## src/rtl/fsm_rr_arbiter_pkg.sv

```systemverilog
// Shared types and default constants for the round-robin arbiter.
package arb_pkg;

   // Arbiter FSM states: idle, owner holding the grant, one-cycle release gap
   typedef enum logic [1:0] {
      S_IDLE  = 2'd0,
      S_GRANT = 2'd1,
      S_REL   = 2'd2
   } state_type;

   localparam int unsigned ARB_N        = 4;
   localparam int unsigned ARB_HOLD_MAX = 16;

endpackage

```

## src/rtl/fsm_rr_arbiter_rr_pick.sv

```systemverilog
// Round-robin pick: first set request at or after ptr, wrapping N-1 -> 0.
module rr_pick #(
   parameter int unsigned N = 4
) (
   input  logic [N-1:0]         req,
   input  logic [$clog2(N)-1:0] ptr,
   output logic [$clog2(N)-1:0] idx,
   output logic                 any
);

   localparam int unsigned IDW = $clog2(N);

   int unsigned pos;

   // Scan N positions starting at ptr; the first asserted request wins
   always_comb begin
      any = 1'b0;
      idx = '0;
      pos = 0;
      for (int unsigned k = 0; k < N; k++) begin
         pos = (int'(ptr) + k) % N;
         if (!any && req[pos]) begin
            any = 1'b1;
            idx = IDW'(pos);
         end
      end
   end

endmodule

```

## src/rtl/fsm_rr_arbiter.sv

```systemverilog
// Round-robin arbiter FSM with hold-time revoke and Moore-style grant outputs.
module fsm_rr_arbiter
   import arb_pkg::*;
#(
   parameter int unsigned N        = ARB_N,
   parameter int unsigned HOLD_MAX = ARB_HOLD_MAX
) (
   input  logic                 clk,
   input  logic                 reset,
   input  logic [N-1:0]         req,
   output logic [N-1:0]         gnt,
   output logic [$clog2(N)-1:0] gnt_id,
   output logic                 busy,
   output logic                 timeout
);

   localparam int unsigned IDW = $clog2(N);
   localparam int unsigned HW  = $clog2(HOLD_MAX + 1);

   state_type      state_q, state_d;
   logic [IDW-1:0] ptr_q, ptr_d;
   logic [IDW-1:0] owner_q, owner_d;
   logic [HW-1:0]  hold_q, hold_d;
   logic           to_flag_q, to_flag_d;

   logic [IDW-1:0] pick_idx;
   logic           pick_any;
   logic [IDW-1:0] next_ptr;

   // Single picker shared by S_IDLE and S_REL, always looking from ptr_q
   rr_pick #(
      .N (N)
   ) u_pick (
      .req (req),
      .ptr (ptr_q),
      .idx (pick_idx),
      .any (pick_any)
   );

   // State and data registers with synchronous active-high reset
   always_ff @(posedge clk) begin
      if (reset) begin
         state_q   <= S_IDLE;
         ptr_q     <= '0;
         owner_q   <= '0;
         hold_q    <= '0;
         to_flag_q <= 1'b0;
      end else begin
         state_q   <= state_d;
         ptr_q     <= ptr_d;
         owner_q   <= owner_d;
         hold_q    <= hold_d;
         to_flag_q <= to_flag_d;
      end
   end

   // Next-state logic plus output decode from registered state only
   always_comb begin
      state_d   = state_q;
      ptr_d     = ptr_q;
      owner_d   = owner_q;
      hold_d    = hold_q;
      to_flag_d = 1'b0;
      gnt       = '0;
      gnt_id    = '0;
      busy      = 1'b0;
      timeout   = 1'b0;

      next_ptr = (owner_q == IDW'(N - 1)) ? '0 : owner_q + IDW'(1);

      unique case (state_q)
         S_IDLE: begin
            if (pick_any) begin
               owner_d = pick_idx;
               hold_d  = '0;
               state_d = S_GRANT;
            end
         end
         S_GRANT: begin
            gnt    = N'(1) << owner_q;
            gnt_id = owner_q;
            busy   = 1'b1;
            hold_d = hold_q + HW'(1);
            // A drop in the expiry cycle is a normal release, so test req first
            if (!req[owner_q]) begin
               state_d   = S_REL;
               to_flag_d = 1'b0;
               ptr_d     = next_ptr;
            end else if (hold_q == HW'(HOLD_MAX - 1)) begin
               state_d   = S_REL;
               to_flag_d = 1'b1;
               ptr_d     = next_ptr;
            end
         end
         S_REL: begin
            timeout = to_flag_q;
            if (pick_any) begin
               owner_d = pick_idx;
               hold_d  = '0;
               state_d = S_GRANT;
            end else begin
               state_d = S_IDLE;
            end
         end
         default: begin
            state_d = S_IDLE;
         end
      endcase
   end

endmodule

```

## config.mk

```make
export PLATFORM = sky130hd
export DESIGN_NAME = fsm_rr_arbiter
export DESIGN_NICKNAME = d
export VERILOG_FILES = /design/src/rtl/fsm_rr_arbiter_pkg.sv /design/src/rtl/fsm_rr_arbiter_rr_pick.sv /design/src/rtl/fsm_rr_arbiter.sv
export SDC_FILE = /design/constraint.sdc
export NUM_CORES = 1
export LEC_CHECK = 0
export ABC_AREA = 0
export BUFFER_PORTS_ARGS = -buffer_cell sky130_fd_sc_hd__buf_2
export CAP_MARGIN = 20
export CORE_MARGIN = 5
export CORE_UTILIZATION = 49
export DETAILED_ROUTE_END_ITERATION = 6
export PLACE_DENSITY = 0.8
export SLEW_MARGIN = 20
export SYNTH_ARGS = -nofsm -noshare
export SYNTH_HDL_FRONTEND = slang
export SYNTH_HIERARCHICAL = 1
export SYNTH_SLANG_ARGS = --single-unit
```

## constraint.sdc

```tcl
create_clock -name clk -period 1.9 [get_ports clk]
set_input_delay 0.38 -clock clk [delete_from_list [all_inputs] [get_ports clk]]
set_output_delay 0.38 -clock clk [all_outputs]
set_load 0.02 [all_outputs]
```

==> out/results.env <==
POST_SYNTHESIS_SHARE_OF_CELL_AREA_SPENT_ON_XOR_AND_XNOR_GATES=0.0340
TIMING.CRITICAL_PATH.REQUIRED_PS=1520
COMB_POWER_SHARE=0.242
WORST-ENDPOINT-ARRIVAL_PS=1350
WORSTHOLDPATHTYPE='in2reg'
DR.FIRST_ITER.DRC_COUNT=8
YOSYS.AREA.TOP_TYPE_SHARE=0.311
SYNTH-ADDER-AREA-SHARE=0.0971
YOSYSUNIQUECELLTYPES=28
WORST_CLOCK_SKEW_PS=2.55
CLKSINKCOUNT=12
CAP_VIOLATIONS=0
DIE_W_UM=49.7
NUMBER_OF_ITERATIONS_IN_THE_FIRST_DETAILED_ROUTING_PASS=4
WORST_PATH_CLK_SLEW_PS=70
MOST_FREQUENT_CELLS_IN_THE_LAYOUT='nor2_1, buf_2, dfxtp_1, a21oi_1, inv_1'
NETSWITCHINGFRACTION=0.305
NUM_VIAS=657
SEQ_POWER_SHARE=0.496
GRT_FIRST_PASS_WIRELENGTH_MM=2.58
CTS_RESIZED=0
SYNTH-WARNING-COUNT=6
FINAL_HOLD_VIOL_COUNT=0
WORSTHOLDSTART='reset'
START_UTIL=0.513
DIEHEIGHT_UM=49.7
TRITONCTS='done'
POST_ROUTE_CELLS_DRIVE_ABOVE_1_SHARE=0.224
P_SWITCHING_W=0.000173
SYNTH_TOP_FAMILY_BY_AREA='simple AND/OR/NAND/NOR gates'
PERIOD_MINUS_WS_FINAL_PS=1730
WIRE_LENGTH_REPORTED_BY_THE_DETAILED_ROUTER_MM=1.61
AREA.GROWTH.SYNTH_TO_FINAL_PCT=13.4
FINALNONFILLERCELLS=123
MEAN_ROUTED_WIRELENGTH_PER_CELL_UM=13.1
CRITPATHMAXFANOUT=7
DPL.CELL_COUNT=120
FMAX_MHz=580
ANTENNA-DIODE-COUNT=0
CRIT_START='state_q[1]'
FIN_TNS_SETUP_PS=0
P_PER_AREA_nW_PER_UM2=646
SYNTH_SEQ_AREA_SHARE=0.311
ANTENNA_LEFT=0
SYNTH_TOP_AREA_CELL='dfxtp_1'
ROUTE.DETAILED.DRC=0
CLOCK-ROOT-BUFFER='clkbuf_4'
BIGGEST_AREA_CONTRIBUTORS_IN_THE_SYNTHESIZED_NETLIST='dfxtp_1, ha_1, nor2_1, a21oi_1, mux2i_1'
P_TOTAL_W=0.000567
POST_SYNTH_INST_COUNT=93
FLOORPLAN.CORE_AREA_UM2=1510
DETAILEDPLACEMENTHPWL_MM=1.24
SYNTH-SEQ-CELLS=12
LEAKAGE_nW=0.392
YOSYS.AREA_SHARE.SIMPLE=0.252
MOSTFREQUENTLAYOUTCELL='nor2_1'
P_INT_W=0.000394
SYNTH_COMPOUND_AREA_FRAC=0.147
DIEAREA_UM2=2470
CTS-HTREE-LEVELS=1
GRT_USE_TOTAL=0.133
PROPORTION_OF_SYNTHESIZED_AREA_IN_MUX_CELLS=0.100
GRT_OVERFLOW_TOTAL=0
MAX_SLEW.WORST_PIN.SLEW_PS=371
GRT_PASS1_VIAS=613
FINAL_NET_COUNT=121
ROWS=14
FINAL-SETUP-VIOL-COUNT=0
CRITPATHLAUNCHTYPE='flip-flop'
GRT_ANTENNA_BEFORE_REPAIR=0
TIMING.FINAL.CRIT_SHARE=0.908
TIMING.SLEW.HEADROOM=0.752
CTS.PATH.MAX_BUFFERS=2
CRIT_PATH_END_KIND='output pin'
GP_ROUTABILITY_CONGESTION=0.769
CTS_HOLD_BUF=0
OUTCOME='complete, no violations'
PORT_BUFFERS=13
VDD_IR_DROP_MAX_uV=280
CTS.REPAIR_TIMING.SETUP_BUFFER_COUNT=0
R2R_START='hold_q[0]'
POWER.SHARE.CLOCK=0.263
VIAS_PER_CELL=5.34
CRITICAL_PATH_CLASS='reg2out'
COUNT_OF_PINS_ON_THE_BLOCK_BOUNDARY=14
MAPPEDNETLISTAREA_UM2=773
SYN-NUM-NETS=105
CTS-BUFFERS-INSERTED=3
DRV_SLEW=0
GRT_SETUP_UNREPAIRED='false'
CLKLATENCYLATEPIN_PS=270
GRT_MAX_DEGREE=13
POST_SYNTHESIS_AREA_PER_INSTANCE_UM2=8.31
[area by class of cell]
type	count	area, um2
fillers	136	629
inverters	9	33.8
repair buffers	14	72.6
flip-flops and latches	12	240
clock buffers	3	22.5
well taps	16	20.0
multi-input cells	69	488
[final timing paths]
path	end	slack, ps	depth (start not counted)
worst max-delay path	gnt[3]	170	4
worst max register to register	ptr_q[1]	180	7
worst min register to register	hold_q[3]	560	2
worst min-delay path	owner_q[0]	430	2
[kinds of logic after synthesis]
logic type                 after synthesis
AOI/OAI and AO/OA                       16
xor gates and xnor gates                 3
adders and majority gates                6
buffers and inverters                   12
DFF                                     12
muxes                                    7
and+or+nand+nor                         37
[critical path, stage by stage, from the launching register on]
cell	delay (ps)
dfxtp_1	460
nand2b_4	230
inv_2	80
and2_1	160
buf_2	150
[registers in the layout, indices dropped and copies added, names as in the netlist]
name,cells
state_q,2
to_flag_q,1
ptr_q,2
hold_q,5
owner_q,2
[power groups by stage]
stage          sequential [W]  combinational, W  clock [W]
2_1_floorplan        0.000280          0.000103          0
3_3_place_gp         0.000285          0.000132          0
3_5_place_dp         0.000286          0.000136          0
4_1_cts              0.000280          0.000137   0.000156
5_1_grt              0.000283          0.000150   0.000170
6_report             0.000281          0.000137   0.000149
[layer usage]
layer  vias to the layer above  routed length [um]  global-route usage
met5                         -                   0                   0
met4                         0                   0              0.0524
met3                         0                  84              0.0482
met2                        13                 788               0.218
met1                       300                 741               0.155
li1                        344                   -                   -
[metrics by stage]
step / setup slack (ps) / utilization / hold WS [ps] / cell area, um2
floorplan: 314 / - / 457 / 773
global placement: 263 / 0.567 / 546 / 855
detailed placement: 201 / 0.567 / 541 / 855
CTS: 160 / 0.582 / 431 / 877
global route: 72.1 / 0.582 / 436 / 877
finish: 175 / 0.582 / 433 / 877
[synthesized netlist by cell type]
library cell	n
nor2b_1	2
nor3_1	3
o221ai_1	1
nand2b_4	1
nand4_1	1
mux2_4	1
clkbuf_1	3
mux2_2	2
inv_2	2
inv_1	7
nand3_1	1
ha_1	6
nor2_1	17
o21ai_0	1
a221oi_4	1
a221o_1	1
dfxtp_1	12
mux2i_1	4
and2_1	4
and3_1	1
nand2_1	1
a22o_1	1
xor2_1	1
nand2b_1	2
a21oi_1	11
xnor2_1	2
nor4b_1	1
nor3b_1	3
Note: power is estimated with default switching activity, not from simulation.
